===== src/rtl/reset_sequencer.sv =====
// Staged reset controller: holds all domains in reset, then releases them one
// at a time in index order; supports masked (parked) domains and a software re-reset.
module reset_sequencer #(
  parameter int NUM_DOMAINS = 4,
  parameter int HOLD_CYCLES = 16,
  parameter int CNT_W       = 8
) (
  input  logic                           clk,
  input  logic                           rst,
  input  logic [NUM_DOMAINS-1:0]         domain_mask,
  input  logic                           sw_req,
  output logic                           sw_ack,
  output logic [NUM_DOMAINS-1:0]         domain_rst,
  output logic                           busy,
  output logic                           done,
  output logic [$clog2(NUM_DOMAINS):0]   cur_stage
);

  localparam int                SW_W        = $clog2(NUM_DOMAINS) + 1;
  localparam logic [CNT_W-1:0]  CNT_LAST    = CNT_W'(HOLD_CYCLES - 1);
  localparam logic [SW_W-1:0]   STAGE_IDLE  = SW_W'(NUM_DOMAINS);
  localparam logic [SW_W-1:0]   STAGE_FINAL = SW_W'(NUM_DOMAINS - 1);

  generate
    if (HOLD_CYCLES < 1 || longint'(HOLD_CYCLES) > (64'd1 << CNT_W)) begin : g_bad_hold
      $error("reset_sequencer: HOLD_CYCLES must be in 1..2**CNT_W");
    end
    if (NUM_DOMAINS < 1 || NUM_DOMAINS > 16) begin : g_bad_domains
      $error("reset_sequencer: NUM_DOMAINS must be in 1..16");
    end
  endgenerate

  typedef enum logic [1:0] {
    ST_ASSERT,
    ST_STAGE,
    ST_DONE
  } state_t;

  state_t                 r_state;
  logic [CNT_W-1:0]       r_cnt;
  logic [SW_W-1:0]        r_cur_stage;
  logic [NUM_DOMAINS-1:0] r_domain_rst;
  logic                   r_busy;
  logic                   r_done;
  logic                   r_sw_ack;

  logic [NUM_DOMAINS-1:0] w_stage_sel;
  logic                   w_stage_masked;
  logic                   w_cnt_last;
  logic                   w_skip;
  logic                   w_final_stage;

  // One-hot decode of the current stage, used both for mask lookup and release.
  genvar gi;
  generate
    for (gi = 0; gi < NUM_DOMAINS; gi++) begin : g_sel
      assign w_stage_sel[gi] = (r_cur_stage == SW_W'(gi));
    end
  endgenerate

  // A masked stage is only recognised on its first cycle, so later mask edits are ignored.
  assign w_stage_masked = |(w_stage_sel & domain_mask);
  assign w_cnt_last     = (r_cnt == CNT_LAST);
  assign w_skip         = (r_cnt == '0) && w_stage_masked;
  assign w_final_stage  = (r_cur_stage == STAGE_FINAL);

  always_ff @(posedge clk) begin
    if (rst) begin
      r_state      <= ST_ASSERT;
      r_cnt        <= '0;
      r_cur_stage  <= STAGE_IDLE;
      r_domain_rst <= '1;
      r_busy       <= 1'b1;
      r_done       <= 1'b0;
      r_sw_ack     <= 1'b0;
    end else begin
      r_sw_ack <= 1'b0;
      case (r_state)
        ST_ASSERT: begin
          if (w_cnt_last) begin
            r_state     <= ST_STAGE;
            r_cnt       <= '0;
            r_cur_stage <= '0;
          end else begin
            r_cnt <= r_cnt + CNT_W'(1);
          end
        end
        ST_STAGE: begin
          if (w_skip || w_cnt_last) begin
            if (!w_skip) begin
              r_domain_rst <= r_domain_rst & ~w_stage_sel;
            end
            r_cnt <= '0;
            if (w_final_stage) begin
              r_state     <= ST_DONE;
              r_cur_stage <= STAGE_IDLE;
            end else begin
              r_cur_stage <= r_cur_stage + SW_W'(1);
            end
          end else begin
            r_cnt <= r_cnt + CNT_W'(1);
          end
        end
        ST_DONE: begin
          if (sw_req) begin
            r_state      <= ST_ASSERT;
            r_cnt        <= '0;
            r_domain_rst <= '1;
            r_busy       <= 1'b1;
            r_done       <= 1'b0;
            r_sw_ack     <= 1'b1;
          end else begin
            r_busy <= 1'b0;
            r_done <= 1'b1;
          end
        end
        default: begin
          r_state <= ST_ASSERT;
        end
      endcase
    end
  end

  assign sw_ack     = r_sw_ack;
  assign domain_rst = r_domain_rst;
  assign busy       = r_busy;
  assign done       = r_done;
  assign cur_stage  = r_cur_stage;

endmodule


===== config.mk =====
export PLATFORM = sky130hd
export DESIGN_NAME = reset_sequencer
export DESIGN_NICKNAME = d
export VERILOG_FILES = /design/src/rtl/reset_sequencer.sv
export SDC_FILE = /design/constraint.sdc
export NUM_CORES = 1
export LEC_CHECK = 0
export ABC_CLOCK_PERIOD_IN_PS = 4300
export BUFFER_PORTS_ARGS = -buffer_cell sky130_fd_sc_hd__buf_2
export CAP_MARGIN = 20
export CORE_MARGIN = 5
export CORE_UTILIZATION = 59
export CTS_CLUSTER_SIZE = 16
export DETAILED_ROUTE_END_ITERATION = 6
export HOLD_SLACK_MARGIN = 0.1
export PLACE_DENSITY_LB_ADDON = 0.25
export SYNTH_ARGS = -nofsm -noshare
export SYNTH_HDL_FRONTEND = slang
export SYNTH_SLANG_ARGS = --single-unit

===== constraint.sdc =====
create_clock -name clk -period 4.3 [get_ports clk]
set_clock_uncertainty 0.2 [all_clocks]
set_input_delay 0.86 -clock clk [delete_from_list [all_inputs] [get_ports clk]]
set_output_delay 0.86 -clock clk [all_outputs]
set_load 0.05 [all_outputs]

==> results_dict.tcl, run 1 <==
set metrics [dict create \
    outcome "finished, final reports clean" \
    critical-path-slowest-cell "a311o_2" \
    viasPerCell 5.63 \
    dieWidth_microns 54.1 \
    drv_cap 0 \
    critPathCaptureType "register" \
    cts_made_buffers 3 \
    postRouteWirelength_microns 2230 \
    fmax_ghz 0.431 \
    rsz0062_at_grt "no" \
    finalNonFillerCells 178 \
    synth_top_area_cell "dfxtp_1" \
    reg2reg_from "cur_stage[0]" \
    path_delay_family "compound AO/OA/AOI/OAI gates" \
    dp_hpwl_microns 1790 \
    antenna_found_initial 0 \
    r2r_setup_slack_ps 1980 \
    tightest_slew_ps 489 \
    coreArea_sq_um 1900 \
    root_buffer "clkbuf_4" \
    cts_tree "done" \
    syn_area_sq_um 1150 \
    syn-mean-instance-area_sq_um 8.71 \
    cts_hold_buffers 0 \
    grtUsageMet3 0.0305 \
    drive_gt1_frac 0.192 \
    io_pins 17 \
    h-tree-depth 1 \
    vias 1002 \
    clkSinkCount 20 \
    setup_violations 0 \
    hold_start "busy" \
    wl_per_cell_microns 12.5 \
    hold_path.class "register to register" \
    grt_util_met2 0.325 \
    crit_type "register to register" \
    start_util 0.605 \
    yosysUniqueCellTypes 37 \
    grt_busiest_layer "met2" \
    holdPathEnd "busy" \
    drt_iter0_markers 25 \
    overflow 0 \
    nNetsFinal 170 \
    pwr_density_cell_nw_per_um2 249 \
    slew_violations 0 \
    place.port_buffers 16 \
    grt_max_degree 12 \
    yosysSeqAreaShare 0.348 \
    period_share 0.539 \
    firstDrtPassIters 6 \
    hold-path-cell-count 2 \
    ctsResizeCount 0 \
    ys_top_cells_by_area "dfxtp_1 35%, ha_1 12%, nand2_1 5.2%, o21ai_0 4.8%, inv_1 4.2%" \
    chipHeight_microns 54.1 \
    antennaDiodeCount 0 \
    ir_drop_uv 186 \
    synth.most_common_cell "dfxtp_1" \
    cp_max_fo 5 \
    p_leak_nw 0.597 \
    synthArstFlopShare 0 \
    setup-tns-final_ps 0 \
    hold_viol_final 0 \
    filler_cell_count 153 \
    place.gp.congestion 0.801 \
    synth_edf_count 0 \
    numPlacedInstances 174 \
    drc_errors 0 \
    critPathLaunchType "register" \
    dieArea_sq_um 2930 \
    num_rows 16 \
    max_slew_margin 0.674 \
    ant_nets 0 \
    clk_path_buf_depth 2 \
    yosys_warnings 0 \
    path_clk_slew_ps 120 \
    cp.arrival_ps 2380 \
    syn_nets 150 \
    synth_top_area_frac 0.348 \
    crit_required_ps 4360 \
    area_growth_pct 12.7 \
    grt_pass1_vias 982 \
    ys_ff_latch 20 \
    post_cts_buffers 0 \
    worstPathCellList "inv_1 -> ha_1 -> a22oi_1 -> o221ai_1 -> a311o_2 -> nor2_1 -> a22o_1" \
    grt_pass1_wl_microns 4060 \
    synth_common_cells "20 x dfxtp_1, 16 x nand2_1, 13 x inv_1" \
    grt_use_total 0.184 \
    met1_usage 0.219 \
    reg2reg_depth 7 \
    synthCells 132 \
    rr_endpoint "r_cnt[6]" \
    min_period_ps 2320 \
    cp_num_buf_inv 1 \
    slowest_delay_ps 480 \
    synthFlopType "dfxtp_1" \
    clock_latency_ps 300 \
]
## routing by layer
layer	wire length [microns]	vias to the layer above
met3	117	7
li1	-	511
met2	1090	27
met4	39	0
met5	0	-
met1	985	457
## worst register-to-register path: stages (launching register included)
cell and delay, ps:
dfxtp_1 420, inv_1 100, ha_1 220, a22oi_1 170, o221ai_1 260, a311o_2 480
nor2_1 230, a22o_1 190
## metrics by stage
stage / hold slack, ps / utilization / setup WS [ps] / instance area (sq um) / power (mW)
global route: 294 / 0.682 / 1860 / 1300 / 0.338
finish: 257 / 0.682 / 1980 / 1300 / 0.322
CTS: 265 / 0.682 / 2000 / 1300 / 0.324
detailed placement: 245 / 0.663 / 1780 / 1260 / 0.217
global placement: 237 / 0.663 / 1790 / 1260 / 0.216
floorplan: 257 / - / 1830 / 1150 / 0.210
## cells by family (layout without fill, tap and decap cells)
group | count (synthesis) | count (layout) | synth area share
simple gates | 48 | 48 | 0.226
compound gates | 36 | 36 | 0.235
flops | 20 | 20 | 0.348
buf+inv | 14 | 33 | 0.0457
fa+ha+maj | 11 | 11 | 0.120
mux | 2 | 2 | 0.0174
xor+xnor | 1 | 1 | 0.00762
## flip-flops by register name, indices dropped and copies added, names as in the netlist
register / count
r_cnt: 8
domain_rst: 4
cur_stage: 3
r_state: 2
busy: 1
done: 1
sw_ack: 1
## worst max-delay path by stage
stage                               from        to  slack (ps)  depth (start not counted)
after floorplan             cur_stage[0]  r_cnt[7]        1830                          7
after global placement    domain_mask[0]  r_cnt[7]        1790                          6
after detailed placement  domain_mask[0]  r_cnt[7]        1780                          6
after CTS                   cur_stage[0]  r_cnt[6]        2000                          7
after global routing        cur_stage[0]  r_cnt[6]        1860                          7
final                       cur_stage[0]  r_cnt[6]        1980                          7
## cell usage in the layout (no fill, tap or decap)
cell       instances
buf_2             16
a31oi_1            2
o22ai_1            1
inv_1             13
a21o_1             1
mux2i_1            2
a22oi_1            1
a21oi_2            1
a32o_1             1
a2111oi_0          1
clkbuf_8           1
o21ai_0           11
nor2b_1            4
nor2_1             9
a211o_1            1
clkbuf_4           3
ha_1              11
o31ai_1            1
a2111oi_4          1
a21oi_1            4
nand2b_1           3
a31o_2             1
nor4b_4            1
nand3_1            3
or4_4              1
nor4_1             2
and2b_1            1
nand2_1           16
and2b_2            1
a41oi_1            1
o21ai_2            1
and3_1             7
dfxtp_1           20
o221ai_1           1
o21a_1             1
xor2_1             1
a22o_1             3
a22o_2             1
a311o_2            1
## cell type report
type | instances | area, sq um | area share
Multi-Input combinational cell | 98 | 697 | 0.538
Sequential cell | 20 | 400 | 0.309
Timing Repair Buffer | 16 | 80.1 | 0.0618
Inverter | 13 | 48.8 | 0.0376
Clock buffer | 4 | 36.3 | 0.0280
Tap cell | 27 | 33.8 | 0.0261
## power by group
part / internal, mW / total [mW] / switching [mW]
clock: 0.0516 / 0.109 / 0.0578
combinational: 0.0100 / 0.0221 / 0.0121
sequential: 0.188 / 0.191 / 0.00298
total: 0.249 / 0.322 / 0.0729
No activity file was read; power rests on OpenSTA's default activity.
==> run 2, diff against run 1 <==
Settings changed: ABC_AREA set to 1, ABC_CLOCK_PERIOD_IN_PS 4300 to 2020, CORE_UTILIZATION 59 to 50.
Clock period 4.3 ns to 2.02 ns, I/O delays scaled along.
==> run 2 against run 1 <==
- fmax up 27%
- largest power group is now combinational cells
- first-iteration DRC count up 52%
- global-route usage down 2.6 points
- final cell count up 21%
- clock-buffer cell count down 1
- utilization down 8.2 points
- sequential power rose to 2.6 times the previous value
- clock power up 69%
- synthesized area up 5.0%
==> results_dict.tcl, run 2 <==
set metrics [dict create \
    syn-mean-instance-area_sq_um 7.19 \
    cp_num_buf_inv 2 \
    synth_top_area_frac 0.332 \
    fmax_ghz 0.548 \
    critPathCaptureType "register" \
    cts_made_buffers 3 \
    crit_type "register to register" \
    nNetsFinal 207 \
    critical-path-slowest-cell "dfxtp_1" \
    postRouteWirelength_microns 2440 \
    setup_violations 0 \
    vias 1111 \
    start_util 0.536 \
    top_register "r_cnt" \
    place.port_buffers 16 \
    worstPathCellList "inv_1 -> ha_1 -> inv_1 -> or2_4 -> nand2_2 -> a21oi_4 -> nand3_1 -> a21oi_1" \
    num_rows 17 \
    cp_max_fo 10 \
    synth_common_cells "37 x nand2_1, 24 x inv_1, 20 x dfxtp_1" \
    hold_viol_final 0 \
    yosysSeqAreaShare 0.332 \
    cp.arrival_ps 1850 \
    outcome "finished, final reports clean" \
    grt_max_degree 11 \
    synth_edf_count 0 \
    h-tree-depth 1 \
    drive_gt1_frac 0.209 \
    cp_common_cell "inv_1" \
    place.gp.congestion 0.835 \
    multi_input_area_sq_um 709 \
    drt_iter0_markers 38 \
    min_period_ps 1830 \
    slew_violations 0 \
    drv_cap 0 \
    grt_pass1_wl_microns 4310 \
    pwr_density_cell_nw_per_um2 1050 \
    cts_tree "done" \
    most-common-layout-cells "37 x nand2_1, 24 x inv_1, 20 x dfxtp_1, 17 x nand3_1, 16 x buf_2" \
    chipHeight_microns 59.1 \
    wl_per_cell_microns 11.4 \
    seqCellArea_sq_um 400 \
    crit_required_ps 2050 \
    fin_total_pwr_mw 1.42 \
    period_share 0.904 \
    grt_busiest_layer "met2" \
    path_clk_slew_ps 110 \
    viasPerCell 5.17 \
    coreArea_sq_um 2250 \
    met1_usage 0.207 \
    synth.most_common_cell "nand2_1" \
    final_common_cell "nand2_1" \
    io_pins 17 \
    root_buffer "clkbuf_4" \
    clock_latency_ps 300 \
    path_delay_family "simple AND/OR/NAND/NOR gates" \
    tightest_slew_ps 308 \
    synth_top_area_cell "dfxtp_1" \
    grt_pass1_vias 1038 \
    max_slew_margin 0.794 \
    clk_path_buf_depth 2 \
    grt_util_met2 0.251 \
    yosys_warnings 0 \
    syn_nets 186 \
    critPathLaunchType "register" \
    syn_area_sq_um 1210 \
    grtUsageMet3 0.0261 \
    dieWidth_microns 59.1 \
    slowest_delay_ps 370 \
    dieArea_sq_um 3500 \
    p_leak_nw 0.634 \
    overflow 0 \
    clkSinkCount 20 \
    dp_hpwl_microns 1930 \
    yosysUniqueCellTypes 23 \
    ys_ff_latch 20 \
    hold_path.class "primary input to register" \
    ant_nets 0 \
    synthFlopType "dfxtp_1" \
    ys_top_cells_by_area "dfxtp_1 33%, nand2_1 12%, ha_1 11%, inv_1 7.5%, nand3_1 7.0%" \
    synthCells 168 \
    firstDrtPassIters 4 \
    setup-tns-final_ps 0 \
    largest_reg_flops 8 \
    cts_hold_buffers 0 \
    filler_cell_count 222 \
    antenna_found_initial 0 \
    rsz0062_at_grt "no" \
    ir_drop_uv 595 \
    antennaDiodeCount 0 \
    post_cts_buffers 0 \
    drc_errors 0 \
    area_growth_pct 12.0 \
    grt_use_total 0.159 \
    post-route-util 0.600 \
    synthArstFlopShare 0 \
]
==> run 2: changes by cell type after synthesis, moves of 3 or more <==
| cell | previous run | this run |
|---|---|---|
| nand2_1 | 16 | 37 |
| nand4_1 | 0 | 5 |
| nand2b_1 | 3 | 0 |
| nand3_2 | 0 | 3 |
| and3_1 | 7 | 0 |
| a22o_1 | 3 | 0 |
| nand3_1 | 3 | 17 |
| nor2_1 | 9 | 14 |
| inv_1 | 13 | 24 |
| nor2b_1 | 4 | 0 |
| a21oi_1 | 4 | 10 |
==> run 2: what timing repair did <==
item                                    4_1_cts  5_1_grt
endpoints found under the setup margin        0        5
endpoints found under the hold margin         0        0
resized for setup                             0        1
==> run 2: stage by stage <==
| step | cell area [sq um] | instances | hold WS [ps] | setup slack [ps] |
|---|---|---|---|---|
| global route | 1350 | 215 | 182 | 48.8 |
| global placement | 1320 | 212 | 240 | 262 |
| floorplan | 1210 | 168 | 266 | 44.2 |
| detailed placement | 1320 | 212 | 242 | 175 |
| finish | 1350 | 215 | 183 | 194 |
| CTS | 1350 | 215 | 174 | 165 |
==> run 2: power by group <==
part           internal [mW]  switching, mW
clock                 0.0695          0.115
sequential             0.456         0.0461
combinational          0.240          0.493
==> run 2: worst register-to-register path: stages, from the launching register on <==
cell and delay [ps]:
dfxtp_1 370, inv_1 90, ha_1 250, inv_1 90, or2_4 130, nand2_2 140
a21oi_4 230, nand3_1 130, a21oi_1 140
==> run 2: final timing paths <==
kind / cells past startpoint / start / to / slack [ps]
min: 2 / rst / sw_ack / 180
max reg2reg: 8 / r_state[0] / r_cnt[7] / 190
min reg2reg: 2 / domain_rst[2] / domain_rst[2] / 260
max: 8 / r_state[0] / r_cnt[7] / 190
==> run 2: routing by layer <==
layer	vias to the layer above	part of all wire
met5	-	0
met4	0	0.031
met3	8	0.042
met2	23	0.45
met1	501	0.48
li1	579	-
==> run 2: cells by family after synthesis <==
group,share of synthesized area
DFF,0.332
buffers and inverters,0.0871
and+or+nand+nor,0.350
AOI/OAI and AO/OA,0.117
adders and majority gates,0.114
==> run 2: cell type report <==
type                            count  area share
Timing Repair Buffer               17      0.0648
Inverter                           26      0.0722
Sequential cell                    20       0.296
Tap cell                           28      0.0259
Multi-Input combinational cell    121       0.525
Clock buffer                        3      0.0167
